### src/rtl/rv32_ctrl_pkg.sv
// Shared types for the RV32I multi-cycle controller.
//   state_e      FSM state, exported on state_o for debug
//   class_e      latched instruction class (ClsNone = nothing decoded yet)
//   *_sel_e      datapath mux encodings driven by the controller
//   classify()   one-hot flag vector -> class, ClsNone when not exactly one-hot
package rv32_ctrl_pkg;

  typedef enum logic [2:0] {
    StFetch  = 3'd0,
    StDecode = 3'd1,
    StExec   = 3'd2,
    StMem    = 3'd3,
    StWb     = 3'd4,
    StTrap   = 3'd5
  } state_e;

  typedef enum logic [3:0] {
    ClsNone,
    ClsR,
    ClsI,
    ClsLoad,
    ClsStore,
    ClsBranch,
    ClsJal,
    ClsJalr,
    ClsLui,
    ClsAuipc
  } class_e;

  typedef enum logic [1:0] {
    AluARs1  = 2'b00,
    AluAPc   = 2'b01,
    AluAZero = 2'b10
  } alu_a_sel_e;

  typedef enum logic {
    AluBRs2 = 1'b0,
    AluBImm = 1'b1
  } alu_b_sel_e;

  typedef enum logic [1:0] {
    PcPlus4  = 2'b00,
    PcImm    = 2'b01,
    PcRs1Imm = 2'b10
  } pc_sel_e;

  typedef enum logic [1:0] {
    WbAlu = 2'b00,
    WbMem = 2'b01,
    WbPc4 = 2'b10,
    WbImm = 2'b11
  } wb_sel_e;

  // Flag order: {r_type, i_type, load, store, branch, jal, jalr, lui, auipc}
  function automatic class_e classify(input logic [8:0] flags);
    class_e cls;
    cls = ClsNone;
    if ($countones(flags) == 1) begin
      unique case (flags)
        9'b1_0000_0000: cls = ClsR;
        9'b0_1000_0000: cls = ClsI;
        9'b0_0100_0000: cls = ClsLoad;
        9'b0_0010_0000: cls = ClsStore;
        9'b0_0001_0000: cls = ClsBranch;
        9'b0_0000_1000: cls = ClsJal;
        9'b0_0000_0100: cls = ClsJalr;
        9'b0_0000_0010: cls = ClsLui;
        9'b0_0000_0001: cls = ClsAuipc;
        default:        cls = ClsNone;
      endcase
    end
    return cls;
  endfunction

endpackage

### src/rtl/ctrl_timeout.sv
// Memory-request watchdog shared by the instruction and data handshakes.
//   clk_i      clock
//   rst_i      asynchronous reset, active-high
//   clr_i      return the count to zero (no request pending, or ack seen)
//   inc_i      a request is waiting without ack this cycle
//   expired_o  this is the MEM_TIMEOUT-th unacknowledged request cycle
module ctrl_timeout #(
  parameter int unsigned MEM_TIMEOUT = 16
) (
  input  logic clk_i,
  input  logic rst_i,
  input  logic clr_i,
  input  logic inc_i,
  output logic expired_o
);

  localparam int unsigned CntW = $clog2(MEM_TIMEOUT + 1);
  localparam logic [CntW-1:0] LastWait = CntW'(MEM_TIMEOUT - 1);

  logic [CntW-1:0] cnt_q, cnt_d;

  always_comb begin
    cnt_d = cnt_q;
    if (clr_i) begin
      cnt_d = '0;
    end else if (inc_i) begin
      cnt_d = cnt_q + CntW'(1);
    end
  end

  // Fires while the limit-th wait is in progress, so an ack in that same cycle
  // (which suppresses inc_i) still wins.
  assign expired_o = inc_i && (cnt_q == LastWait);

  always_ff @(posedge clk_i or posedge rst_i) begin
    if (rst_i) begin
      cnt_q <= '0;
    end else begin
      cnt_q <= cnt_d;
    end
  end

endmodule

### src/rtl/rv32_multicycle_ctrl.sv
// Multi-cycle control FSM for the RV32I core: FETCH, DECODE, EXEC, MEM, WB, TRAP.
//   clk, rst                 clock, asynchronous active-high reset
//   imem_ack, dmem_ack       memory handshake completions
//   r_type .. auipc          one-hot class flags from the type decoder (sampled in DECODE)
//   br_taken                 branch comparator result (used in EXEC)
//   imem_req, ir_we          fetch request and instruction-register load
//   dmem_req, dmem_we        data request and store qualifier
//   alu_a_sel, alu_b_sel     ALU operand selects
//   pc_we, pc_sel            PC update (one pulse per retired instruction) and source
//   rf_we, wb_sel            register-file write and writeback source
//   trap                     sticky fault flag
//   state_o, instret         debug state and retired-instruction counter
module rv32_multicycle_ctrl
  import rv32_ctrl_pkg::*;
#(
  parameter int unsigned MEM_TIMEOUT = 16,
  parameter int unsigned CNT_W       = 32
) (
  input  logic             clk,
  input  logic             rst,
  input  logic             imem_ack,
  input  logic             dmem_ack,
  input  logic             r_type,
  input  logic             i_type,
  input  logic             load,
  input  logic             store,
  input  logic             branch,
  input  logic             jal,
  input  logic             jalr,
  input  logic             lui,
  input  logic             auipc,
  input  logic             br_taken,
  output logic             imem_req,
  output logic             ir_we,
  output logic             dmem_req,
  output logic             dmem_we,
  output logic [1:0]       alu_a_sel,
  output logic             alu_b_sel,
  output logic             pc_we,
  output logic [1:0]       pc_sel,
  output logic             rf_we,
  output logic [1:0]       wb_sel,
  output logic             trap,
  output logic [2:0]       state_o,
  output logic [CNT_W-1:0] instret
);

  state_e           state_q, state_d;
  class_e           class_q, class_d;
  logic [CNT_W-1:0] instret_q, instret_d;

  logic req_any, ack_any, tmo_inc, tmo_expired;

  // Derived from state alone so the watchdog path has no loop through the outputs.
  assign req_any = (state_q == StFetch) || (state_q == StMem);
  assign ack_any = ((state_q == StFetch) && imem_ack) || ((state_q == StMem) && dmem_ack);
  assign tmo_inc = req_any && !ack_any;

  ctrl_timeout #(
    .MEM_TIMEOUT(MEM_TIMEOUT)
  ) u_timeout (
    .clk_i    (clk),
    .rst_i    (rst),
    .clr_i    (!tmo_inc),
    .inc_i    (tmo_inc),
    .expired_o(tmo_expired)
  );

  always_comb begin
    state_d   = state_q;
    class_d   = class_q;
    imem_req  = 1'b0;
    ir_we     = 1'b0;
    dmem_req  = 1'b0;
    dmem_we   = 1'b0;
    alu_a_sel = AluARs1;
    alu_b_sel = AluBRs2;
    pc_we     = 1'b0;
    pc_sel    = PcPlus4;
    rf_we     = 1'b0;
    wb_sel    = WbAlu;
    trap      = 1'b0;

    // While rst is held the FSM sits in FETCH but must not request anything.
    if (!rst) begin
      unique case (state_q)
        StFetch: begin
          imem_req = 1'b1;
          if (imem_ack) begin
            ir_we   = 1'b1;
            state_d = StDecode;
          end else if (tmo_expired) begin
            state_d = StTrap;
          end
        end

        StDecode: begin
          class_d = classify({r_type, i_type, load, store, branch, jal, jalr, lui, auipc});
          state_d = (class_d == ClsNone) ? StTrap : StExec;
        end

        StExec: begin
          state_d = StWb;
          unique case (class_q)
            ClsR: ;
            ClsI, ClsJalr: alu_b_sel = AluBImm;
            ClsLoad, ClsStore: begin
              alu_b_sel = AluBImm;
              state_d   = StMem;
            end
            ClsAuipc: begin
              alu_a_sel = AluAPc;
              alu_b_sel = AluBImm;
            end
            ClsLui: begin
              alu_a_sel = AluAZero;
              alu_b_sel = AluBImm;
            end
            ClsBranch: begin
              pc_we   = 1'b1;
              pc_sel  = br_taken ? PcImm : PcPlus4;
              state_d = StFetch;
            end
            ClsJal: ;
            default: state_d = StTrap;
          endcase
        end

        StMem: begin
          dmem_req = 1'b1;
          dmem_we  = (class_q == ClsStore);
          if (dmem_ack) begin
            if (class_q == ClsStore) begin
              pc_we   = 1'b1;
              pc_sel  = PcPlus4;
              state_d = StFetch;
            end else begin
              state_d = StWb;
            end
          end else if (tmo_expired) begin
            state_d = StTrap;
          end
        end

        StWb: begin
          rf_we   = 1'b1;
          pc_we   = 1'b1;
          state_d = StFetch;
          unique case (class_q)
            ClsLoad:        wb_sel = WbMem;
            ClsJal, ClsJalr: wb_sel = WbPc4;
            ClsLui:         wb_sel = WbImm;
            default:        wb_sel = WbAlu;
          endcase
          if (class_q == ClsJal) begin
            pc_sel = PcImm;
          end else if (class_q == ClsJalr) begin
            pc_sel = PcRs1Imm;
          end
        end

        StTrap: trap = 1'b1;

        default: state_d = StTrap;
      endcase
    end
  end

  assign instret_d = instret_q + CNT_W'(pc_we);

  always_ff @(posedge clk or posedge rst) begin
    if (rst) begin
      state_q   <= StFetch;
      class_q   <= ClsNone;
      instret_q <= '0;
    end else begin
      state_q   <= state_d;
      class_q   <= class_d;
      instret_q <= instret_d;
    end
  end

  assign state_o = state_q;
  assign instret = instret_q;

endmodule

### config.mk
export PLATFORM = sky130hd
export DESIGN_NAME = rv32_multicycle_ctrl
export DESIGN_NICKNAME = d
export VERILOG_FILES = /design/src/rtl/rv32_ctrl_pkg.sv /design/src/rtl/ctrl_timeout.sv /design/src/rtl/rv32_multicycle_ctrl.sv
export SDC_FILE = /design/constraint.sdc
export NUM_CORES = 1
export LEC_CHECK = 0
export ABC_AREA = 1
export ABC_CLOCK_PERIOD_IN_PS = 6900
export BUFFER_PORTS_ARGS = -buffer_cell sky130_fd_sc_hd__buf_2
export CAP_MARGIN = 20
export CORE_MARGIN = 4
export CORE_UTILIZATION = 55
export DETAILED_ROUTE_END_ITERATION = 8
export GPL_ROUTABILITY_DRIVEN = 0
export GPL_TIMING_DRIVEN = 0
export PLACE_DENSITY = 0.88
export SYNTH_ARGS = -nofsm -noshare
export SYNTH_HDL_FRONTEND = slang
export SYNTH_HIERARCHICAL = 1
export SYNTH_SLANG_ARGS = --single-unit
### constraint.sdc
create_clock -name clk -period 6.9 [get_ports clk]
set_clock_uncertainty 0.15 [all_clocks]
set_input_delay 0.69 -clock clk [delete_from_list [all_inputs] [get_ports clk]]
set_output_delay 0.69 -clock clk [all_outputs]
set_load 0.01 [all_outputs]
# Word-level counts from Yosys, hierarchy flattened
# Cells that the tools add are included.
# classes
bitwise_logic	2
add_sub_neg	10
eq_ne	25
n_reduce_logical	15
n_mux	45
# ops
op	count
$pmux W4 S9	1
$add A32 B1 Y32	1
$mux W1	22
$pmux W3 S6	1
$eq A4 B3 Y1 const B	4
$mux W3	5
$mux W2	7
$mux W4	3
$reduce_or A6 Y1	2
$eq A9 B1 Y1 const B	1
$eq A9 B2 Y1 const B	1
$eq A9 B3 Y1 const B	1
$eq A9 B4 Y1 const B	1
$eq A9 B5 Y1 const B	1
$eq A9 B6 Y1 const B	1
$eq A9 B7 Y1 const B	1
$eq A9 B8 Y1 const B	1
$eq A9 B9 Y1 const B	1
$pmux W3 S3	1
$add A1 B1 Y2	4
$eq A4 B2 Y1 const B	2
$eq A4 B4 Y1 const B	2
$pmux W2 S2	2
$add A2 B2 Y3	2
other kinds (20)	29
# word_totals
in_bits	14
wordCells	101
out_inout_bits	49
ff_bits	44

# Depth between registers and ports, before layout
# Gate-level depths: netlist (run 1).
# logic_depth
depth_word	11
mapped_depth	18
depth_no_buf	18

# Cells and area by module
# Netlist (run 1), hierarchy kept.
# by_module_without_submodules
mod	cells_each	seq_area_each_um2	n_inst	area_per_inst_um2
rv32_multicycle_ctrl	335	975.9	1	2578.7
ctrl_timeout	34	125.1	1	301.5

# Worst setup path before layout (run 1)
# No wires, ideal clock.
# synth_timing
path_kind	in2reg
startpoint	in r_type
endpoint	reg state_q[1], in the netlist state_o[1]
required_ns	6.685
arrival_ns	3.785
path_buffers	0
setup_ns	0.065
cell_stages	16
setup_slack_ns	2.900
cell_sequence	inv_1 fa_1 fa_1 fa_1 fa_1 fa_1 o211ai_1 a21oi_1 nand2_1 nand2_1 nor2_1 nand2_1 nand2_1 nand2_1 nand2_1 nand2_1
# synth_between
elab_chain_len	8
elab_cells_between_ends	18
classes_between	add/sub: 1; eq/ne: 10; mux: 6; reduce/logical: 1
# synth_rtl
element	line_no	source
start, declared	rv32_multicycle_ctrl.sv:23	input logic r_type,
$add A4 B1 Y5 (not written as such), or another cell as far along	rv32_ctrl_pkg.sv:58	if ($countones(flags) == 1) begin
$eq A5 B1 Y1 / $pmux W4 S9 (equally long branches)	rv32_ctrl_pkg.sv:58, rv32_ctrl_pkg.sv:59	
$mux W4 (*)	rv32_ctrl_pkg.sv:58	
$mux W4 (*)	rv32_multicycle_ctrl.sv:86	unique case (state_q)
$mux W4 (*)	rv32_multicycle_ctrl.sv:85	if (!rst) begin
$logic_not A4 Y1 (*)	rv32_multicycle_ctrl.sv:99	state_d = (class_d == ClsNone) ? StTrap : StExec;
$mux W3 (*)	rv32_multicycle_ctrl.sv:99	
$pmux W3 S6 (*)	rv32_multicycle_ctrl.sv:86	
end signal, assigned	rv32_multicycle_ctrl.sv:173	state_q <= StFetch;
end signal, assigned	rv32_multicycle_ctrl.sv:177	state_q <= state_d;
end, declared	rv32_multicycle_ctrl.sv:48	state_e state_q, state_d;
# Mark *: on every way between the ends. The rest lies on a longest branch, timed or not. The select of a mux whose other input is x is not followed.
# A chain may end at the register's enable or synchronous reset.

# Final worst setup path (run 1)
# Same ends and word-level chain as after synthesis.

==> results.yml, run 1 <==
status:
  status: "completed"
synthesis:
  synthArstFlopShare: 1.000
  synth-main-ff-cell: "dfrtp_1"
  avgSynthCellArea_um2: 7.806
  yosys-top-cells-area: "dfrtp_1 (38%), nand2_1 (9.3%), nor2_1 (7.7%), inv_1 (7.2%), xor2_1 (6.1%)"
  syn_nets: 394
  synth_edf_count: 0
  synth_top_area_cell: "dfrtp_1"
  yosys.area.top_type_share: 0.3823
  synth_area_mm2: 0.002880
  yosys_warnings: 6
  synth_seq_area_share: 0.3823
  synth_cell_type_count: 33
  ys_ff_latch: 44
  syn-instance-count: 369
worst_setup_path:
  path_max_fanout: 6
  crit_path_end: "state_o[1]$_DFFE_PP0P_"
  path_cells: "buf_2 > inv_1 > fa_1 > fa_1 > fa_1 > fa_1 > fa_1 > nor2_1 > o21ai_0 > a21oi_1 > nand2_1 > nand2_1 > nor2_1 > nand2_1 > nand2_1 > nand2_1 > nand2_1 > nand2_1"
  path_buf_inv: 2
  r2r-end: "instret[30]$_DFF_PP0_"
  cp.arrival_ns: 4.30
  critical_path.endpoint_type: "flop"
  r2r_slack_ns: 3.70
  r2r_start: "state_o[1]$_DFFE_PP0P_"
  crit_path_top_delay_cell: "fa_1"
  critPathMostFrequentCell: "nand2_1"
  cp.depth: 18
  path_class: "input port to flop"
  slowest_delay_ns: 0.60
  crit_family: "adder cells"
  startpoint: "r_type"
  reg2reg_depth: 17
  required_ns: 6.98
  startpoint_type: "input port"
layout:
  fin_nets: 463
  layout-drive-gt1-share: 0.2123
  n_antenna_cell: 0
  final_cells: 508
  n_fill_cell: 430
  final_cell_mix: "nand2_1 (71), buf_2 (62), nor2_1 (59), inv_1 (54), dfrtp_1 (44)"
  layout_commonest_cell: "nand2_1"
  area.growth.synth_to_final_pct: 18.29
pwr:
  power_frac_seq: 0.482
  switching_share: 0.2185
  p_clk_frac: 0.429
  pwr-share-comb: 0.089
  ir_drop_v: 0.00009624
  internal_power_mw: 0.4174
  leakage_nw: 1.858
  power_density_mw_per_mm2: 156.8
  p_sw_mw: 0.1167
drt:
  wl_um: 6459
  drtIter0Drc: 131
  dr.pass1.iters: 4
  ant_nets: 0
  via_per_inst: 5.108
  drc: 0
  num_vias: 2595
  wire_per_inst_um: 12.71
place:
  placed_cells: 501
  hpwl_um: 5120
  io_buffers: 62
floorplanning:
  row_count: 26
  coreArea_mm2: 0.005107
  die_w_um: 80.37
  start_util: 0.5639
  die_h_um: 80.37
  ioPinCount: 63
  dieArea_mm2: 0.006459
sta:
  fin_tns_setup_ns: 0
  hold_viol_final: 0
  rsz0062_at_grt: "false"
  slew_violations: 0
  fmaxAchievable_mhz: 237.3
  tightest_slew_ns: 0.8720
  relSlewSlack: 0.4178
  fin_crit_ns: 4.215
  worst_hold_slack_ns: 0.1537
  finalCritPeriodShare: 0.6108
  setup_viol: 0
clock_tree:
  cts_tree: "built"
  clk_pin_slew_worst_paths_ns: 0.08
  clock_sinks: 44
  htree_num_levels: 2
  ctsRootBufferMaster: "clkbuf_8"
  cts_resized: 0
  postCtsSetupBuffers: 0
  cts_hold_buf: 0
  cts_max_path_buffers: 2
  cts_buffers: 5
  worstSkewPairLatency_ns: 0.29
grt:
  grt-ovfl-total: 0
  grt_usage: 0.2112
  antenna_found_initial: 0
  grt_pass1_wl_um: 10970
  first_global_vias: 2582
  grt_max_degree: 44
min_path:
  hold_class: "input port to async pin"
job:
  cap_viol_max_count: 0
## per-layer routing
layer	track usage	wire length [um]	vias up
met5	0	0	-
met4	0.06588	56	0
met3	0.04372	304	6
met2	0.3717	3184	76
met1	0.2575	2914	1205
li1	-	-	1308
## worst min-delay path by stage
| stage | to | slack [ns] |
|---|---|---|
| 6_report | u_timeout/cnt_q[2]$_DFFE_PP0P_ | 0.15 |
| 5_1_grt | u_timeout/cnt_q[2]$_DFFE_PP0P_ | 0.15 |
| 4_1_cts | u_timeout/cnt_q[2]$_DFFE_PP0P_ | 0.15 |
| 3_5_place_dp | instret[31]$_DFF_PP0_ | 0.30 |
| 3_3_place_gp | instret[31]$_DFF_PP0_ | 0.30 |
| 2_1_floorplan | u_timeout/cnt_q[0]$_DFFE_PP0P_ | 0.32 |
## through the flow
step                      setup slack (ns)  area (um^2)  total power, mW  utilization
after detailed placement             2.394         3278           0.3110       0.6418
after CTS                            2.678         3407           0.5386       0.6671
after global placement               2.526         3278           0.3077       0.6418
after global routing                 2.433         3407           0.5569       0.6671
after floorplan                      2.900         2880           0.2957            -
final                                2.685         3407           0.5341       0.6671
## power by group through the flow
stage / sequential, mW / clock, mW / combinational (mW)
2_1_floorplan: 0.263 / 0 / 0.0329
3_5_place_dp: 0.263 / 0 / 0.0483
5_1_grt: 0.258 / 0.243 / 0.0559
4_1_cts: 0.258 / 0.232 / 0.0485
6_report: 0.258 / 0.229 / 0.0474
3_3_place_gp: 0.263 / 0 / 0.0449
## cells in the mapped netlist, types with 2 or more instances
cell	instances
nand2_1	71
nor2_1	59
inv_1	55
dfrtp_1	44
nand3_1	24
xor2_1	20
nor3_1	15
xnor2_1	12
o21ai_0	9
nand4_1	7
ha_1	6
a21oi_1	5
fa_1	5
nand2_2	4
nand3_2	4
a22oi_1	3
nor2_2	3
a211oi_1	2
inv_4	2
nor2_4	2
nor4_4	2
o211ai_1	2
o21ai_1	2
o31ai_1	2
## logic make-up (layout without fill, tap and decap cells)
logic type      Yosys count  in the layout  synth area share
simple gates            196            196            0.3215
buf+inv                  59            128           0.08123
xor+xnor                 32             32           0.09731
fa+ha+maj                11             11           0.06082
compound gates           27             27           0.05690
flops                    44             44            0.3823
## cell type report
cell class                 count  area [um^2]  area share
buffer                         2        15.01    0.004407
clock buffer                   5        68.82     0.02020
clock inverter                 2        60.06     0.01763
inverter                      57        219.0     0.06427
multi-input combinational    266         1545      0.4535
sequential                    44         1101      0.3232
tap                           70        87.58     0.02571
timing repair buffer          62        310.3     0.09108
## flip-flops by register name, summed over array words and instances (netlist names)
name	flops
u_timeout/cnt_q	5
class_q	4
state_o	3
instret	32
(Power assumes the default switching activity.)
==> run 2: changes to the inputs <==
- ABC_CLOCK_PERIOD_IN_PS: 6900 -> 4300
- clock period: 6.9 -> 4.3 ns (I/O delays scaled with it)
==> results.yml, run 2 (synthesized netlist as in run 1, its figures left out) <==
status:
  status: "completed"
drt:
  num_vias: 2593
  drtIter0Drc: 121
  wl_um: 6454
  dr.pass1.iters: 4
  via_per_inst: 5.094
  wire_per_inst_um: 12.68
  ant_nets: 0
  drc: 0
layout:
  n_antenna_cell: 0
  largest_register_ff_count: 32
  layout-drive-gt1-share: 0.2118
  design_area_mm2: 0.003417
  layout_commonest_cell: "nand2_1"
  utilization: 0.6690
  area.growth.synth_to_final_pct: 18.64
  final_cell_mix: "nand2_1 (71), buf_2 (62), nor2_1 (59), inv_1 (54), dfrtp_1 (44)"
  fin_nets: 464
  final_cells: 509
pwr:
  leakage_nw: 1.862
  internal_power_mw: 0.6704
  switching_share: 0.2181
  ir_drop_v: 0.0001544
  total_power_mw: 0.8573
  p_sw_mw: 0.1870
  power_density_mw_per_mm2: 250.9
  pwr-share-comb: 0.089
  p_clk_frac: 0.428
  power_frac_seq: 0.482
place:
  io_buffers: 62
  placed_cells: 501
  hpwl_um: 5120
  dpl_worst_slack_ns: 0.05392
  placed_area_mm2: 0.003278
sta:
  worst_hold_slack_ns: 0.3114
  fin_tns_setup_ns: 0
  slew_violations: 0
  relSlewSlack: 0.4221
  fin_crit_ns: 3.955
  tightest_slew_ns: 0.8656
  rsz0062_at_grt: "false"
  hold_viol_final: 0
  setup_viol: 0
  finalCritPeriodShare: 0.9197
  fmaxAchievable_mhz: 252.9
  setup_ws_ns: 0.3453
floorplanning:
  row_count: 26
  ioPinCount: 63
  coreArea_mm2: 0.005107
  dieArea_mm2: 0.006459
  die_w_um: 80.37
  start_util: 0.5639
  die_h_um: 80.37
worst_setup_path:
  required_ns: 4.38
  path_buf_inv: 2
  crit_path_top_delay_cell: "fa_1"
  slowest_delay_ns: 0.60
  path_max_fanout: 6
  path_class: "input port to flop"
  cp.arrival_ns: 4.04
  crit_family: "adder cells"
  critical_path.endpoint_type: "flop"
  startpoint_type: "input port"
  critPathMostFrequentCell: "nand2_1"
  path_cells: "buf_2 > inv_1 > fa_1 > fa_1 > fa_1 > fa_1 > fa_1 > nor2_1 > o21ai_0 > a21oi_1 > nand2_1 > nand2_1 > nor2_1 > nand2_1 > nand2_1 > nand2_1 > nand2_1 > nand2_1"
min_path:
  hold_class: "flop to flop"
grt:
  grt_pass1_wl_um: 10970
  antenna_found_initial: 0
  grt-ovfl-total: 0
  grt_max_degree: 44
  first_global_vias: 2583
  grt_usage: 0.2112
clock_tree:
  ctsRootBufferMaster: "clkbuf_8"
  clock_sinks: 44
  cts_resized: 0
  cts_buffers: 5
  postCtsSetupBuffers: 0
  clk_pin_slew_worst_paths_ns: 0.08
  worstSkewPairLatency_ns: 0.29
  htree_num_levels: 2
  cts_tree: "built"
  cts_hold_buf: 1
  cts_max_path_buffers: 2
job:
  cap_viol_max_count: 0
run 2: cell types whose count changed in the layout (fill, tap and decap cells not counted):
cell	delta
dlygate4sd3_1	+1
run 2: worst paths after layout:
path	from	end	slack, ns	cells past startpoint
worst max register to register	state_o[1]$_DFFE_PP0P_	instret[30]$_DFF_PP0_	1.11	17
max in group asynchronous	rst	instret[19]$_DFF_PP0_	2.46	4
min in group asynchronous	rst	u_timeout/cnt_q[3]$_DFFE_PP0P_	0.45	3
worst max-delay path	r_type	state_o[1]$_DFFE_PP0P_	0.35	18
worst min-delay path	instret[31]$_DFF_PP0_	instret[31]$_DFF_PP0_	0.31	1
worst min register to register	instret[31]$_DFF_PP0_	instret[31]$_DFF_PP0_	0.31	1
run 2: final cells by class:
class	count	area [um^2]
Buffer	2	15.01
Clock inverter	2	60.06
Tap cell	70	87.58
Fill cell	431	1690
Timing Repair Buffer	63	320.3
Clock buffer	5	68.82
Multi-Input combinational cell	266	1545
Sequential cell	44	1101
Inverter	57	219.0
run 2: worst register-to-register path: cells and delay by family, from the launching register on:
| family | cells | cell delay (ns) |
|---|---|---|
| adders and majority gates | 2 | 0.42 |
| DFF | 1 | 0.46 |
| and+or+nand+nor | 12 | 1.78 |
| xor gates and xnor gates | 1 | 0.16 |
| buffers and inverters | 2 | 0.16 |
run 2: layer usage:
layer	wire length (um)	track usage
met1	2913	0.2575
met2	3182	0.3717
met3	310	0.04372
met4	47	0.06588
met5	0	0
run 2: power groups by stage:
stage	sequential (mW)	combinational [mW]	clock, mW
after CTS	0.413	0.0786	0.373
after global routing	0.413	0.0905	0.391
after global placement	0.422	0.0721	0
final	0.413	0.0767	0.367
after detailed placement	0.422	0.0775	0
after floorplan	0.422	0.0528	0
